File: config.mk
export PLATFORM = sky130hd
export DESIGN_NAME = reg_bank
export DESIGN_NICKNAME = d
export VERILOG_FILES = /design/src/rtl/reg_bank.sv
export SDC_FILE = /design/constraint.sdc
export NUM_CORES = 2
export LEC_CHECK = 0
export BUFFER_PORTS_ARGS = -buffer_cell sky130_fd_sc_hd__clkbuf_2
export CAP_MARGIN = 20
export CORE_MARGIN = 2
export CORE_UTILIZATION = 60
export CTS_CLUSTER_DIAMETER = 50
export DETAILED_ROUTE_END_ITERATION = 10
export PLACE_DENSITY_LB_ADDON = 0.08
export SLEW_MARGIN = 40
export SYNTH_ARGS = -nofsm -noshare
export SYNTH_HDL_FRONTEND = slang
export SYNTH_SLANG_ARGS = --single-unit
File: constraint.sdc
create_clock -name clk -period 58.2 [get_ports clk]
set_input_delay 17.46 -clock clk [delete_from_list [all_inputs] [get_ports clk]]
set_output_delay 17.46 -clock clk [all_outputs]
set_load 0.02 [all_outputs]
File: src/rtl/reg_bank.sv
// 32 x DATA_W register file: two combinational read ports, one synchronous write port.
// Optional REG_BANK_BYPASS_EN forwards same-cycle write data to a read port that matches write_reg.
module reg_bank #(
    parameter int                DATA_W  = 32,
    parameter int                SP_IDX  = 29,
    parameter logic [DATA_W-1:0] SP_INIT = DATA_W'(227)
) (
    input  logic              clk,
    input  logic              reset,
    input  logic              reg_write,
    input  logic [4:0]        read_reg1,
    input  logic [4:0]        read_reg2,
    input  logic [4:0]        write_reg,
    input  logic [DATA_W-1:0] write_data,
    output logic [DATA_W-1:0] read_data1,
    output logic [DATA_W-1:0] read_data2
);

    localparam int NUM_REGS = 32;

    logic [DATA_W-1:0] regs [NUM_REGS];
    logic              wr_valid;

    // r0 is never stored to, so its flop stays at its reset value of zero.
    assign wr_valid = reg_write && (write_reg != 5'd0);

    // NOTE: every entry sits in the async reset so no read can ever return X;
    // this file is built from flops, not a RAM macro, so a memory reset is legal.
    // Sequential state uses non-blocking assignments only.
    always_ff @(posedge clk or posedge reset) begin
        if (reset) begin
            for (int i = 0; i < NUM_REGS; i++) begin
                regs[i] <= (i == SP_IDX) ? SP_INIT : '0;
            end
        end else if (wr_valid) begin
            regs[write_reg] <= write_data;
        end
    end

`ifdef REG_BANK_BYPASS_EN
    logic fwd_en;
    assign fwd_en = wr_valid && !reset;
`endif

    // NOTE: both outputs get a default before any override, so no latch is inferred.
    always_comb begin
        read_data1 = regs[read_reg1];
        read_data2 = regs[read_reg2];
`ifdef REG_BANK_BYPASS_EN
        if (fwd_en && (read_reg1 == write_reg)) read_data1 = write_data;
        if (fwd_en && (read_reg2 == write_reg)) read_data2 = write_data;
`endif
        if (read_reg1 == 5'd0) read_data1 = '0;
        if (read_reg2 == 5'd0) read_data2 = '0;
    end

endmodule

=== Word-level counts from Yosys, hierarchy flattened ===
Cells that the tools add are included.

* Reduce and logical (&&, ||, !) cells: 5
* Magnitude comparators: 4
* Bitwise gates (word level): 3
* Mux-type cells: 11

{| class="wikitable"
|+ Operators with widths
! kind !! count
|-
| $bwmux W1024 || 1
|-
| $bmux W32 S5 || 2
|-
| $mux W32 || 7
|-
| $demux W32 S5 || 1
|-
| $ge A6 B6 Y1 const B || 3
|-
| $not A5 Y6 || 3
|-
| $logic_not A5 Y1 || 2
|-
| $lt A6 B1 Y1 const B || 1
|-
| $reduce_bool A5 Y1 || 1
|-
| $logic_and A1 B1 Y1 || 2
|}

* Output and inout bits: 64
* Input bits: 50
* Flip-flop bits (word level): 1024
* Logic and storage cells: 55

=== Longest topological paths before layout ===
* Depth after elaboration: 6
* Depth in mapped cells: 7
* Mapped depth without buffers: 4

=== Worst setup path before layout ===
OpenSTA, ideal clock, no wires.

* Path type: in2out
* Start: input port read_reg2[0]
* End: output port read_data2[10]
* Required time: 40740 ps
* Path buffers: 4
* Stages on the path: 7
* Data arrival time: 19033 ps
* Setup slack: 21707 ps
* Cell sequence: buf_4 inv_2 buf_2 buf_2 buf_2 o2111ai_1 a311oi_1

* Cells in the longest elaborated chain, start to end: 5
* Elaborated cells between the ends (all ways): 6
* Classes of those cells: 4 x mux; 1 x bitwise; 1 x reduce/logical

{| class="wikitable"
|+ Ends and longest elaborated chain
! what !! RTL line !! RTL
|-
| start: declaration || 12 || <nowiki>input logic [4:0] read_reg2,</nowiki>
|-
| $not A5 Y6 (not written as such) || 48 || <nowiki>read_data2 = regs[read_reg2];</nowiki>
|-
| $bmux W32 S5 || 48 ||
|-
| $mux W32 (not written as such) (2 in a row) || 48 ||
|-
| $mux W32 * || 54 || <nowiki>if (read_reg2 == 5'd0) read_data2 = '0;</nowiki>
|-
| end: declaration || 16 || <nowiki>output logic [DATA_W-1:0] read_data2</nowiki>
|}

Every way passes the cells marked *; elsewhere a longest branch is shown, timed or not. The select of a mux whose other input is x is not followed.

=== Worst setup path after layout ===
* Start: input port read_reg2[0]
* End: output port read_data2[28]

The elaborated chain is that of the path after synthesis.

==> summary.txt <==
Run status
  • Status: finished, final reports clean

Worst setup path
  • Worst Path Buf+Inv: 4
  • WP data required: 40.74 ns
  • Worst r2r path cells: 1
  • Reg-to-Reg End: regs[299]
  • Critical-path top delay cell: or4_4
  • Worst-path cell chain: buf_6 -> buf_4 -> buf_4 -> or4_4 -> o21ai_1 -> a311oi_1 -> clkbuf_2
  • Crit path max fanout: 32
  • CP Capture Type: output pin
  • Worst EP arrival: about 21 ns
  • Flop2flop setup slack: about 57 ns
  • Delay-heaviest family, CP: buffers and inverters
  • Critical path launch point type: primary input
  • WP depth: 7
  • Largest stage delay, worst path: 0.90 ns
  • Most used cell along the critical path: buf_4
  • Critical path class: in2out
  • Worst r2r src: regs[299]

Final layout
  • Fin nets: 3588
  • Most frequent cells in the layout: 1021 x mux2_2, 1019 x dfrtp_1, 395 x mux4_2
  • Largest registers: regs (1024)
  • Area of the multi-input gates: between 20000 and 30000 um2
  • Fillers: 6306
  • Max reg flops: slightly above 1k
  • Biggest register: regs
  • Seq. cell area: 25600 um2
  • Most common cell after layout, fill and taps aside: mux2_2
  • Share of layout cells above drive strength 1: 52.2%
  • Post-Layout Cell Count: 4825
  • Synthesis-to-finish area growth: 10.2%

Global routing
  • Initial antenna violation count: 9
  • Largest net degree at the start of global routing: 172
  • Global route overflow: 0
  • First-pass GRT wire length: 264 mm
  • Total track usage: 39.0%
  • Vias in the first global route: 37.8k

Drt
  • Residual DRC: 0
  • Avg Vias per Cell: 7.50
  • WL/cell: 37.3 um
  • Iter 0 DRT Violations: 4317
  • Via count: between 30k and 40k
  • Routed Wire Length: 180 mm
  • 1st-pass router iterations: 5
  • Detail Route Antenna Nets: 0

Timing
  • Max-slew violations: 0
  • Skew final: 0 ns
  • Final hold vios: 0
  • Fmax: 25.9 MHz
  • Post-layout worst setup margin: about 20 ns
  • Fin Setup TNS: 0 ns
  • Final setup fails: 0
  • Fin crit period: 38.64 ns
  • Actual slew at the worst max-slew pin: 0.960 ns
  • Fin crit share: between 60% and 70%
  • Unrepaired setup endpoints after global routing: no
  • Slew Limit Headroom: 36.0%

Pwr
  • Psw: 602 uW
  • Leak: 0.0263 uW
  • Sw frac: between 20% and 30%
  • Share of power burned in registers: 42.8%
  • Peak VDD IR: 30.9 uV
  • Internal Pwr Total: 1620 uW
  • Clk network pwr share: 38.3%
  • Power per cell area: 36.7 nW/um2
  • Comb pwr share: a little under a fifth
  • Power Total: 2230 uW

Clock network
  • # hold bufs at CTS: 0
  • Num CTS Buffers: 132
  • Clk_lat worst skew: 0.73 ns
  • Root buffer cell: clkbuf_16
  • Setup Fix Bufs, Post-CTS: 0
  • Clock buffer depth: 3
  • Clock sink count: 1024
  • H-Tree Depth: 4
  • # resized after CTS: 0
  • Clock-pin slew on the worst setup and hold paths: about 0.06 ns
  • CTS tree: yes

Worst hold path
  • Worst hold path depth: 0
  • Hold endpoint: regs[994]
  • HP Class: reg2reg
  • Hold path start: regs[994]

Die
  • Die height: between 300 and 400 um
  • Die X-Extent: 307 um
  • Die Area: 94100 um2
  • Area of the core: 91200 um2
  • # IOs: 114
  • Initial core utilization: 60.3%
  • # rows: 111

Synthesis
  • Mapped Area: 55000 um2
  • Yosys cell types: 44
  • Sequential area share after synthesis: 46.6%
  • Syn avg cell area: 15.2 um2
  • YS warnings: 0
  • Synthesized flop and latch total: 1024
  • Post-Syn Instances: 3617
  • Net count after synthesis: about 3.7k

Placed design
  • DP Cell Count: 4588
  • Input/output buffers: 113
  • Hpwl dp: ~100 mm
  • Placer congestion estimate: 0.842
  • Pre-CTS WS: roughly 20 ns

Job
  • Max Cap Viol: 0
==> cell type report <==
class	instances	area share [%]
diodes	4	0.0165
clock buffers	179	6.30
clock inverters	52	1.19
inverters	3	0.0475
multi-input cells	2167	44.9
flip-flops and latches	1024	42.3
well taps	1186	2.45
repair buffers	210	2.81
==> power by group through the flow <==
stage | registers (uW) | logic, uW | clock network (uW)
2_1_floorplan | 924 | 335 | 0
3_3_place_gp | 940 | 401 | 0
3_5_place_dp | 957 | 418 | 0
4_1_cts | 946 | 420 | 857
5_1_grt | 966 | 448 | 889
6_report | 952 | 422 | 852
==> worst max-delay path by stage <==
| stage | startpoint | to | slack (ns) |
|---|---|---|---|
| final | read_reg2[0] | read_data2[28] | 19.56 |
| after global routing | read_reg2[0] | read_data2[4] | 19.44 |
| after CTS | read_reg2[0] | read_data2[1] | 19.54 |
| after detailed placement | read_reg2[0] | read_data2[1] | 19.56 |
| after global placement | read_reg2[1] | read_data2[30] | 18.83 |
| after floorplan | reset | regs[0] | 11.93 |
==> routing by layer <==
metal  track usage (%)  part of all wire, %  vias to the layer above
met5                 0                0.028                        -
met4              18.3                  5.1                       10
met3              11.0                   11                      539
met2              58.9                   46                     2143
met1              52.9                   39                    19500
li1                  -                    -                    14000
==> cell usage after synthesis, drive strengths merged <==
master | n | area, um2
nand3b | 4 | 30.0
and3 | 1 | 6.26
o21ai | 107 | 536
a22oi | 64 | 480
nand3 | 2 | 10.0
or4 | 2 | 22.5
nand2b | 2 | 12.5
o2111ai | 21 | 184
mux2 | 1056 | 11900
nor2 | 23 | 119
nor3 | 1 | 5.00
dfrtp | 1019 | 25500
mux2i | 128 | 1280
a311oi | 64 | 561
or3b | 1 | 8.76
a221oi | 43 | 377
or2 | 3 | 18.8
dfstp | 5 | 131
inv | 3 | 11.3
nor2b | 68 | 440
clkbuf | 186 | 729
nand2 | 58 | 218
mux4 | 448 | 10300
a211oi | 64 | 480
and3b | 1 | 8.76
and2 | 2 | 12.5
nor3b | 4 | 30.0
buf | 237 | 1630
==> stage by stage <==
| stage | instance area [um2] | util [%] | hold slack, ns |
|---|---|---|---|
| floorplan | 55000 | - | 0.436 |
| global placement | 55600 | 60.9 | 0.371 |
| detailed placement | 56000 | 61.3 | 0.383 |
| CTS | 60500 | 66.3 | 0.396 |
| global route | 60600 | 66.4 | 0.404 |
| finish | 60600 | 66.4 | 0.394 |
==> cells by family after synthesis <==
family                 Yosys count  synth area share [%]
AOI/OAI and AO/OA              363                  4.76
buffers and inverters          426                  4.30
and+or+nand+nor                172                  1.71
DFF                           1024                  46.6
muxes                         1632                  42.6
Power figures use the tool's default switching activity.
